$ cat config.mk
export PLATFORM = sky130hd
export DESIGN_NAME = seg_scan_ctrl
export DESIGN_NICKNAME = d
export VERILOG_FILES = /design/src/rtl/seg_scan_ctrl.sv
export SDC_FILE = /design/constraint.sdc
export NUM_CORES = 1
export LEC_CHECK = 0
export ABC_AREA = 1
export CAP_MARGIN = 20
export CELL_PAD_IN_SITES_DETAIL_PLACEMENT = 2
export CELL_PAD_IN_SITES_GLOBAL_PLACEMENT = 2
export CORE_MARGIN = 5
export CORE_UTILIZATION = 29
export CTS_CLUSTER_SIZE = 25
export DETAILED_ROUTE_END_ITERATION = 8
export HOLD_SLACK_MARGIN = 0.15
export PLACE_DENSITY_LB_ADDON = 0.1
export SLEW_MARGIN = 25
export SYNTH_ARGS = -nofsm -noshare
export SYNTH_HDL_FRONTEND = slang
export SYNTH_SLANG_ARGS = --single-unit
export TNS_END_PERCENT = 5
$ cat constraint.sdc
create_clock -name i_clk -period 1.91 [get_ports i_clk]
set_input_delay 0.191 -clock i_clk [delete_from_list [all_inputs] [get_ports i_clk]]
set_output_delay 0.191 -clock i_clk [all_outputs]
set_load 0.03 [all_outputs]
$ cat src/rtl/seg_scan_ctrl.sv
// seg_scan_ctrl: eight-digit seven-segment scan controller.
// Cycles the digit select through 0..7 with a blanking gap before each digit.
// Host writes land in a staging register and are committed to the display
// value only at the frame boundary, so one frame never mixes two values.
module seg_scan_ctrl #(
    parameter int unsigned ON_CYC    = 100000,
    parameter int unsigned BLANK_CYC = 1000
) (
    input  logic        i_clk,
    input  logic        i_reset,
    input  logic        i_enable,
    input  logic        i_lz_en,
    input  logic        i_ld_req,
    input  logic [31:0] i_ld_data,
    output logic        o_ld_ack,
    output logic        o_pending,
    output logic [2:0]  o_sel,
    output logic [31:0] o_shadow,
    output logic [7:0]  o_an,
    output logic        o_frame_tick
);

    localparam int unsigned MAX_CYC = (ON_CYC > BLANK_CYC) ? ON_CYC : BLANK_CYC;
    localparam int unsigned TW      = $clog2(MAX_CYC + 1);

    localparam logic [TW-1:0] ON_LAST    = TW'(ON_CYC - 1);
    localparam logic [TW-1:0] BLANK_LAST = TW'(BLANK_CYC - 1);

    typedef enum logic {StBlank, StOn} state_t;

    state_t      r_state, w_state_nxt;
    logic [TW-1:0] r_cnt, w_cnt_nxt;
    logic [2:0]  r_sel, w_sel_nxt;
    logic [7:0]  r_an, w_an_nxt;
    logic [31:0] r_shadow, w_shadow_nxt;
    logic [31:0] r_staging, w_staging_nxt;
    logic        r_pending, w_pending_nxt;
    logic        r_ld_ack;
    logic        r_frame_tick;
    logic        w_boundary;
    logic        w_lz_blank;

    // Digit is blanked when every nibble from the current digit upwards is zero.
    assign w_lz_blank = i_lz_en && (r_sel != 3'd0) &&
                        ((r_shadow >> {r_sel, 2'b00}) == 32'd0);

    // Scan FSM next state, slot timer, digit select and anode pattern.
    always_comb begin
        w_state_nxt = r_state;
        w_cnt_nxt   = r_cnt;
        w_sel_nxt   = r_sel;
        w_an_nxt    = r_an;
        w_boundary  = 1'b0;
        if (!i_enable) begin
            // Park in BLANK so re-enable always starts with a full gap.
            w_state_nxt = StBlank;
            w_cnt_nxt   = '0;
            w_an_nxt    = 8'hFF;
        end else begin
            unique case (r_state)
                StBlank: begin
                    if (r_cnt == BLANK_LAST) begin
                        w_state_nxt = StOn;
                        w_cnt_nxt   = '0;
                        w_an_nxt    = w_lz_blank ? 8'hFF : ~(8'h01 << r_sel);
                    end else begin
                        w_cnt_nxt = r_cnt + TW'(1);
                    end
                end
                StOn: begin
                    if (r_cnt == ON_LAST) begin
                        w_state_nxt = StBlank;
                        w_cnt_nxt   = '0;
                        w_sel_nxt   = r_sel + 3'd1;
                        w_an_nxt    = 8'hFF;
                        w_boundary  = (r_sel == 3'd7);
                    end else begin
                        w_cnt_nxt = r_cnt + TW'(1);
                    end
                end
                default: begin
                    w_state_nxt = StBlank;
                    w_cnt_nxt   = '0;
                    w_an_nxt    = 8'hFF;
                end
            endcase
        end
    end

    // Staging and commit; a write in the boundary cycle goes straight to shadow.
    always_comb begin
        w_staging_nxt = r_staging;
        w_pending_nxt = r_pending;
        w_shadow_nxt  = r_shadow;
        if (i_ld_req) begin
            w_staging_nxt = i_ld_data;
            w_pending_nxt = 1'b1;
        end
        if (w_boundary) begin
            if (i_ld_req) begin
                w_shadow_nxt = i_ld_data;
            end else if (r_pending) begin
                w_shadow_nxt = r_staging;
            end
            w_pending_nxt = 1'b0;
        end
    end

    // State registers with synchronous reset.
    always_ff @(posedge i_clk) begin
        if (i_reset) begin
            r_state      <= StBlank;
            r_cnt        <= '0;
            r_sel        <= 3'd0;
            r_an         <= 8'hFF;
            r_shadow     <= 32'd0;
            r_staging    <= 32'd0;
            r_pending    <= 1'b0;
            r_ld_ack     <= 1'b0;
            r_frame_tick <= 1'b0;
        end else begin
            r_state      <= w_state_nxt;
            r_cnt        <= w_cnt_nxt;
            r_sel        <= w_sel_nxt;
            r_an         <= w_an_nxt;
            r_shadow     <= w_shadow_nxt;
            r_staging    <= w_staging_nxt;
            r_pending    <= w_pending_nxt;
            r_ld_ack     <= i_ld_req;
            r_frame_tick <= w_boundary;
        end
    end

    assign o_ld_ack     = r_ld_ack;
    assign o_pending    = r_pending;
    assign o_sel        = r_sel;
    assign o_shadow     = r_shadow;
    assign o_an         = r_an;
    assign o_frame_tick = r_frame_tick;

endmodule
==> results of run 1 <==
-- cell families after synthesis --
| logic type | after synthesis |
|---|---|
| buf+inv | 123 |
| compound gates | 125 |
| xor+xnor | 8 |
| fa+ha+maj | 7 |
| flops | 96 |
| simple gates | 217 |
-- Yosys cell counts (all sizes together) --
master and instances:
nand3 29, a311oi 1, nor3b 3, clkbuf 13, ha 7, a21oi 41, nor4 1, nor2 81
dfxtp 96, o211ai 1, o21a 1, nand2 55, nand4 4, nor3 6, o21ai 80, buf 11
a211oi 1, xor2 6, nand3b 1, xnor2 2, inv 99, or2 37
-- state kept, by name, indices dropped and copies added, names as in the netlist --
name          flops
o_sel             3
r_state           1
o_an              8
o_pending         1
o_shadow         32
o_ld_ack          1
r_cnt            17
r_staging        32
o_frame_tick      1
-- power groups by stage --
stage	clock (uW)	sequential, uW	combinational [uW]
2_1_floorplan	0	2110	156
5_1_grt	1820	2070	373
3_5_place_dp	0	2110	313
3_3_place_gp	0	2110	300
4_1_cts	1750	2070	327
6_report	1670	2070	334
-- stage by stage --
stage / setup slack, ns / setup TNS [ns]
2_1_floorplan: 0.03860 / 0
3_3_place_gp: 0.03590 / 0
3_5_place_dp: -0.07824 / -0.6676
4_1_cts: -0.03987 / -0.7913
5_1_grt: -0.05985 / -0.1639
6_report: 0.1184 / 0
-- final cells by class --
cell class	instances	share of cell area [%]
clock inverters	4	0.3807
multi-input cells	357	33.86
flip-flops and latches	96	32.53
well taps	184	3.892
repair buffers	110	19.01
clock buffers	10	4.040
inverters	99	6.282
-- worst max-delay path: stages (launching register included) --
cell and delay [ns]:
dfxtp_2 0.35, ha_4 0.15, nand2_4 0.07, nor2_4 0.12, nand2_2 0.08, nor2_4 0.12, nand3_4 0.09, buf_4 0.14
nand2_1 0.06, nand2_1 0.13, nor2_2 0.17, nand3_1 0.09, nand2_1 0.07, inv_1 0.04
-- worst paths after layout --
| kind | cells after the start | slack [ns] | start | end |
|---|---|---|---|---|
| worst max-delay path | 13 | 0.12 | r_cnt[1] | o_an[4] |
| worst min-delay path | 3 | 0.44 | i_enable | o_frame_tick |
| worst max register to register | 13 | 0.12 | r_cnt[1] | o_an[4] |
| worst min register to register | 2 | 0.47 | o_shadow[1] | o_shadow[1] |
-- repair_timing --
item | in CTS | in global routing
resized for setup | 27 | 31
setup buffers | 7 | 1
setup endpoints to repair | 32 | 42
pin swaps | 3 | 5
gates cloned | 3 | 0
-- metal layers --
| layer | track usage (%) | part of all wire (%) |
|---|---|---|
| met3 | 3.440 | 2.4 |
| met1 | 19.92 | 43 |
| met5 | 0 | 0 |
| met2 | 29.91 | 53 |
| met4 | 5.023 | 1.4 |
==> impl_metrics.yaml, run 1 <==
floorplanning:
  dieArea_sq_mm: 0.01720
  die_h_microns: 131.2
  core_sq_mm: 0.01448
  io_pins: 83
  die_width_microns: 131.2
  row_count: 44
  start_util_pct: 29.40
logic_synthesis:
  syn_area_sq_mm: 0.004257
  synth-xor-area-share_pct: 1.646
  synthAdderAreaFrac_pct: 2.058
  ys_types: 30
  avgSynthCellArea_sq_um: 7.390
  synth-compound-area-share_pct: 14.96
  synth-simple-area-share_pct: 23.99
  muxShareOfSynthArea_pct: 0
  synth_area_leaders: "dfxtp_1 45%, inv_1 8.6%, nor2_1 6.8%"
  yosys.area.top_type: "dfxtp_1"
  synth_top_family_by_area: "simple AND/OR/NAND/NOR gates"
  syn_nets: 620
  synth_top_area_share_pct: 45.15
  synth_seq_cells: 96
  synth_cells: 576
  ys_seq_area_share_pct: 45.15
  ys_warn_count: 0
clocking:
  htree_levels: 3
  cts.sinks: 96
  cts-hold-fix-buffers: 0
  clkTransAtPathRegs_ns: 0.06
  cts_root_buffer: "clkbuf_16"
  insertion_delay_ns: 0.35
  clockBufferDepth: 2
  cts_tree: "built"
  numCtsBuffers: 9
timing:
  max_freq_ghz: 0.5582
  relSlewSlack_pct: 70.73
  slew_viol_final: 0
  hold_viol_final: 0
  final-setup-viol-count: 0
  period_share_pct: 93.80
  grt_setup_unrepaired: "yes"
  hold_slack_ns: 0.4406
  period_minus_slack_ns: 1.792
  worst_slew_pin_slew_ns: 0.4390
  fin_worst_skew_ns: 0.008377
power_and_ir_drop:
  switching_share_pct: 23.69
  internal_power_uw: 3108
  power.switching_uw: 964.6
  power_density_mw_per_mm2: 688.4
  pwr-share-seq_pct: 50.7
  power_frac_comb_pct: 8.2
  leakage_uw: 0.002420
  pwr-share-clk_pct: 41.1
  power_uw: 4072
  ir_drop_mv: 0.4213
drt:
  firstDrtPassIters: 4
  drt-wirelength-per-cell_microns: 16.39
  wirelength_microns: 14100
  via_per_inst: 4.663
  vias: 4010
  drc: 0
  first_iter_violations: 176
  ant_nets: 0
global_route:
  grt_max_degree: 36
  grtUsageTotal_pct: 16.66
  antenna_found_initial: 0
  overflow: 0
  grt_pass1_wl_microns: 23430
  grt_pass1_vias: 4599
cells_and_area:
  drive_gt1_share_pct: 19.38
  multi_input_area_sq_mm: 0.002003
  instances_no_fill: 860
  syn2layout_area_growth_pct: 38.98
  layout.cells.most_common_list: "97 x inv_1, 94 x dfxtp_1, 82 x clkdlybuf4s50_1, 73 x nor2_1, 52 x nand2_1"
  fillCellCount: 1697
  fin_util_pct: 40.86
  regArea_sq_mm: 0.001924
  layout_commonest_cell: "inv_1"
  diodes: 0
  fin_area_sq_mm: 0.005916
  final_nets: 717
place:
  port_buffers: 82
  placed_area_sq_mm: 0.005340
  hpwl_microns: 9594
  dp_cells: 837
  gp_congestion: 0.7367
setup_path:
  cp.arrival_ns: 2.04
  worst-setup-path-type: "reg -> reg"
  crit_fanout: 4
  start_kind: "flop"
  critPathRequiredTime_ns: 2.16
  critPathCaptureType: "flop"
min_path:
  min_path_type: "in -> reg"
run_status:
  run_status: "finished, final reports clean"
flow_run:
  maxCapViolCount: 0
No activity file was read; power rests on OpenSTA's default activity.
==> run 2, diff against run 1 <==
Settings changed: CTS_BUF_LIST set to sky130_fd_sc_hd__clkbuf_8 sky130_fd_sc_hd__clkbuf_16.
==> results of run 2 <==
The final DEF is identical to that of run 1; final timing and power are the same.
